`config.mk`:
```
export PLATFORM = sky130hd
export DESIGN_NAME = audio_axis_slave
export DESIGN_NICKNAME = d
export VERILOG_FILES = /design/src/rtl/audio_axis_slave.sv
export SDC_FILE = /design/constraint.sdc
export NUM_CORES = 1
export LEC_CHECK = 0
export BUFFER_PORTS_ARGS = -buffer_cell sky130_fd_sc_hd__buf_2
export CORE_MARGIN = 3
export CORE_UTILIZATION = 53
export CTS_BUF_LIST = sky130_fd_sc_hd__clkbuf_8
export DETAILED_ROUTE_END_ITERATION = 10
export PLACE_DENSITY = 0.87
export SLEW_MARGIN = 20
export SYNTH_ARGS = -nofsm -noshare
export SYNTH_HDL_FRONTEND = slang
export SYNTH_SLANG_ARGS = --single-unit
```
`constraint.sdc`:
```
create_clock -name clk -period 3.9 [get_ports clk]
set_clock_uncertainty 0.15 [all_clocks]
set_input_delay 0.585 -clock clk [delete_from_list [all_inputs] [get_ports clk]]
set_output_delay 0.585 -clock clk [all_outputs]
set_load 0.01 [all_outputs]
```
`src/rtl/audio_axis_slave.sv`:
```
// -----------------------------------------------------------------------------
// audio_axis_slave
//
// Purpose:
//   Receives stereo audio as an AXI-stream sequence of beats: one left beat
//   (axis_last=0) followed by one right beat (axis_last=1). From each beat it
//   takes the AUDIO_OUT_DW most significant bits of the AUDIO_BIT_RATE-wide
//   MSB-justified field and presents the recovered left/right pair on a
//   valid/ready output handshake. Beats that break the left/right framing are
//   dropped and reported with a one-cycle frame_error pulse.
//
// Parameters:
//   AUDIO_IN_DW    - AXI-stream beat width
//   AUDIO_OUT_DW   - width of each recovered sample
//   AUDIO_BIT_RATE - width of the MSB-justified sample field inside a beat
//
// Ports:
//   clk           in   single clock, rising edge
//   reset         in   synchronous active-high reset
//   axis_data     in   [AUDIO_IN_DW-1:0] stream beat payload
//   axis_valid    in   beat valid
//   axis_last     in   set on the right-channel beat closing a frame
//   axis_ready    out  beat accept (combinational)
//   left_output   out  [AUDIO_OUT_DW-1:0] registered left sample
//   right_output  out  [AUDIO_OUT_DW-1:0] registered right sample
//   sample_valid  out  output pair is held and not yet consumed
//   sample_ready  in   consumer accepts the output pair
//   frame_error   out  one-cycle pulse per framing violation
//   error_count   out  [7:0] saturating count of framing violations
//
// Build option:
//   AUDIO_AXIS_ERR_COUNT_EN - when defined, error_count counts frame_error
//   pulses and saturates at 8'hFF; when undefined, error_count is tied to
//   8'h00 and no counter is built. frame_error is identical in both builds.
// -----------------------------------------------------------------------------
module audio_axis_slave #(
  parameter int AUDIO_IN_DW    = 32,
  parameter int AUDIO_OUT_DW   = 12,
  parameter int AUDIO_BIT_RATE = 24
) (
  input  logic                    clk,
  input  logic                    reset,
  input  logic [AUDIO_IN_DW-1:0]  axis_data,
  input  logic                    axis_valid,
  input  logic                    axis_last,
  output logic                    axis_ready,
  output logic [AUDIO_OUT_DW-1:0] left_output,
  output logic [AUDIO_OUT_DW-1:0] right_output,
  output logic                    sample_valid,
  input  logic                    sample_ready,
  output logic                    frame_error,
  output logic [7:0]              error_count
);

  typedef enum logic {
    S_LEFT  = 1'b0,  // waiting for the left beat of a frame
    S_RIGHT = 1'b1   // left sample held, waiting for the closing right beat
  } state_t;

  state_t                  r_state;
  state_t                  w_next_state;

  logic [AUDIO_OUT_DW-1:0] r_left_hold;
  logic [AUDIO_OUT_DW-1:0] r_left_out;
  logic [AUDIO_OUT_DW-1:0] r_right_out;
  logic                    r_sample_valid;
  logic                    r_frame_error;

  logic                    w_accept;
  logic [AUDIO_OUT_DW-1:0] w_field;
  logic                    w_capture_left;
  logic                    w_load_pair;
  logic                    w_violation;

  // Only the sample field of a beat carries information; the reduction keeps
  // the remaining payload bits formally connected without giving them meaning.
  logic                    w_unused_axis_bits;
  assign w_unused_axis_bits = ^axis_data;

  // Sample field: top AUDIO_OUT_DW bits of the MSB-justified audio word.
  assign w_field = axis_data[AUDIO_BIT_RATE-1 -: AUDIO_OUT_DW];

  // Left beats are always accepted because they only touch left_hold. The
  // right beat overwrites the output pair, so it waits until the current
  // pair is gone or is being consumed on this same edge.
  assign axis_ready = (r_state == S_LEFT) ? 1'b1
                                          : (!r_sample_valid || sample_ready);

  assign w_accept = axis_valid && axis_ready;

  // ---------------------------------------------------------------------------
  // FSM state register
  // ---------------------------------------------------------------------------
  // NOTE: all clocked state is written with non-blocking assignments so every
  // register samples the pre-edge values regardless of block ordering.
  always_ff @(posedge clk) begin
    if (reset) begin
      r_state <= S_LEFT;
    end else begin
      r_state <= w_next_state;
    end
  end

  // ---------------------------------------------------------------------------
  // FSM next-state and per-beat decisions
  // ---------------------------------------------------------------------------
  // NOTE: every signal driven here gets a default first, so no path through
  // the case can leave one unassigned and infer a latch.
  always_comb begin
    w_next_state   = r_state;
    w_capture_left = 1'b0;
    w_load_pair    = 1'b0;
    w_violation    = 1'b0;

    case (r_state)
      S_LEFT: begin
        if (w_accept) begin
          if (axis_last) begin
            // A frame cannot close on its first beat: drop it, stay put.
            w_violation = 1'b1;
          end else begin
            w_capture_left = 1'b1;
            w_next_state   = S_RIGHT;
          end
        end
      end

      S_RIGHT: begin
        if (w_accept) begin
          if (axis_last) begin
            w_load_pair = 1'b1;
          end else begin
            // Frame ran past two beats: drop the held left sample and this
            // beat, and resynchronise on the next beat as a left beat.
            w_violation = 1'b1;
          end
          w_next_state = S_LEFT;
        end
      end

      default: begin
        w_next_state = S_LEFT;
      end
    endcase
  end

  // ---------------------------------------------------------------------------
  // Sample capture and output pair
  // ---------------------------------------------------------------------------
  always_ff @(posedge clk) begin
    if (reset) begin
      r_left_hold    <= '0;
      r_left_out     <= '0;
      r_right_out    <= '0;
      r_sample_valid <= 1'b0;
    end else begin
      if (w_capture_left) begin
        r_left_hold <= w_field;
      end

      // The pair only changes when a full frame completes, so it stays
      // stable for as long as the consumer holds sample_ready low.
      if (w_load_pair) begin
        r_left_out  <= r_left_hold;
        r_right_out <= w_field;
      end

      // A new pair arriving on the consume edge keeps valid high.
      if (w_load_pair) begin
        r_sample_valid <= 1'b1;
      end else if (r_sample_valid && sample_ready) begin
        r_sample_valid <= 1'b0;
      end
    end
  end

  // ---------------------------------------------------------------------------
  // Framing error pulse
  // ---------------------------------------------------------------------------
  // Registered directly from the violation strobe: high for exactly one cycle
  // per violating beat, and high on consecutive cycles for back-to-back ones.
  always_ff @(posedge clk) begin
    if (reset) begin
      r_frame_error <= 1'b0;
    end else begin
      r_frame_error <= w_violation;
    end
  end

  // ---------------------------------------------------------------------------
  // Optional saturating error counter
  // ---------------------------------------------------------------------------
`ifdef AUDIO_AXIS_ERR_COUNT_EN
  logic [7:0] r_error_count;

  // Counts on the same edge that raises frame_error, so the count and the
  // pulse become visible together.
  always_ff @(posedge clk) begin
    if (reset) begin
      r_error_count <= 8'h00;
    end else if (w_violation && (r_error_count != 8'hFF)) begin
      r_error_count <= r_error_count + 8'd1;
    end
  end

  assign error_count = r_error_count;
`else
  assign error_count = 8'h00;
`endif

  assign left_output  = r_left_out;
  assign right_output = r_right_out;
  assign sample_valid = r_sample_valid;
  assign frame_error  = r_frame_error;

endmodule

```
==> results.cfg <==
[sta]
final_max_slew_viol_count = 0
relSlewSlack_pct = 46.9
setup_viol = 0
rsz0062_at_grt = false
fmax_ghz = 0.561
hold_viol_final = 0
tightest_slew_ns = 0.797
period_share_pct = 45.7
post-route-min-period_ns = 1.78
final.setup.tns_ns = 0
holdWs_ns = 0.308

[die]
rows = 20
die_h_um = 63.3
dieArea_um2 = 4000
core_um2 = 3100
dieWidth_um = 63.3
boundaryPins = 72
start_util_pct = 56.0

[synthesis]
ys_top_cells_by_count = nand2b_1 (49), dfxtp_1 (39), nand2_1 (25), mux2i_1 (24), a21oi_1 (14)
synth_mux_area_share_pct = 13.8
avgSynthCellArea_um2 = 9.56
synth_edf_count = 0
synth-seq-cells = 39
yosysUniqueCellTypes = 20
synth_most_common_cell = nand2b_1
ys.flop_type = dfxtp_1
synthArstFlopShare_pct = 0
synth-simple-area-share_pct = 26.2
synth_top_area_cell = dfxtp_1
ys_warn_count = 0
syn_inst = 182
synthAdderAreaFrac_pct = 0
synth_top_family_by_area = simple AND/OR/NAND/NOR gates
yosysSeqAreaShare_pct = 44.9
synth.area.top_cells = dfxtp_1 (45%), nand2b_1 (18%), mux2i_1 (14%), nand2_1 (5.4%), a21oi_1 (4.0%)
synth_top_area_share_pct = 44.9
syn_area_um2 = 1740
synth-compound-area-share_pct = 4.53
synthXorXnorAreaFrac_pct = 0.504

[placement]
place.gp.congestion = 0.723
io_buffers = 43
dp.final_hpwl_um = 2080

[route]
drtIter0Drc = 74
via_count = 1208
ant_nets = 0
via_per_inst = 4.58
firstDrtPassIters = 4
avgRoutedWirePerCell_um = 11.7
drt_wl_total_um = 3080
drc = 0

[global_route]
grt_max_degree = 64
grt_util_met2_pct = 26.0
grt_busiest_layer = met2
grt_pass1_wl_um = 5060
gr-usage-met1_pct = 19.3
grt_pass1_vias = 1142
use_met3_pct = 6.77
overflow = 0
antenna_found_initial = 0
grt_usage_pct = 16.1

[worst_setup_path]
worst-path-max-fanout = 7
worstPathRequired_ns = 3.16
start_kind = flip-flop
crit_arrival_ns = 1.05
crit_path_end_kind = output port
crit_type = flip-flop to output port

[cts]
ctsResizeCount = 0
cts.sinks = 39
cts.clk_slew.worst_paths_ns = 0.07
cts_buffers = 5
hold_buffers = 0
htree_levels = 2
post_cts_buffers = 0
clk_path_buf_depth = 2
cts_root_buffer = clkbuf_8
tritoncts = yes
clkLatencyLatePin_ns = 0.28

[flow_run]
drv_cap = 0

[power_and_ir_drop]
irDropWorstVdd_uv = 285
p_leak_nw = 0.807
powerDensity_nw_per_um2 = 392
total_power_mw = 0.774

[worst_hold_path]
min_path_type = flip-flop to flip-flop

[cells_and_area]
num_antenna_cells = 0
layout-drive-gt1-share_pct = 25.0
syn2layout_area_growth_pct = 13.6
nets = 256

[run_status]
status = completed
per-layer routing:
metal / share of wire (%) / vias to the layer above / wire [um]
met3: 6.4 / 5 / 198
met1: 45 / 525 / 1400
li1: - / 637 / -
met5: 0 / - / 0
met2: 47 / 41 / 1450
met4: 1.0 / 0 / 31
final timing paths:
check | slack, ns | start | cells after the start | to
setup / recovery | 2.12 | r_state | 2 | axis_ready
setup reg to reg | 2.32 | r_state | 4 | right_output[5]
hold reg to reg | 0.31 | r_left_hold[2] | 2 | r_left_hold[2]
hold / removal | 0.31 | r_left_hold[2] | 2 | r_left_hold[2]
power breakdown:
part | switching [mW] | total (mW) | internal (mW) | leakage (nW)
clock | 0.135 | 0.294 | 0.159 | 0.0557
combinational | 0.0360 | 0.0655 | 0.0294 | 0.435
sequential | 0.00606 | 0.414 | 0.408 | 0.316
registers in the layout (all words and copies together), names as in the netlist:
name,flops
right_output,12
frame_error,1
r_left_hold,12
left_output,12
sample_valid,1
r_state,1
through the flow:
step	instance area (um2)	worst slack (ns)	std cells	util, %
after floorplan	1770	2.38	189	-
after global placement	1880	2.03	256	60.4
after detailed placement	1880	1.98	256	60.4
after CTS	1980	2.10	264	63.7
after global routing	1980	1.99	264	63.7
final	1980	2.12	264	63.7
final cells by class:
type | count | area [um2]
fill | 266 | 1130
multi-input combinational | 128 | 813
sequential | 39 | 781
timing repair buffer | 44 | 223
clock buffer | 7 | 96.3
tap | 44 | 55.1
clock inverter | 1 | 3.75
inverter | 1 | 3.75
worst max-delay path: stages, from the launching register on:
cell and delay [ns]:
dfxtp_1 0.48, nand3b_1 0.13, buf_2 0.16
cell families after synthesis:
logic type,Yosys count
simple gates,80
buf+inv,22
flops,39
mux,24
other cells,1
compound gates,15
xor+xnor,1
layout by cell type (no fill, tap or decap), drive strengths merged, types with 2 or more instances in the layout:
cell type	n
buf	44
conb	8
nand2b	49
mux2i	24
a21oi	14
inv	2
dfxtp	39
nand2	25
clkbuf	7
(Power assumes the default switching activity.)
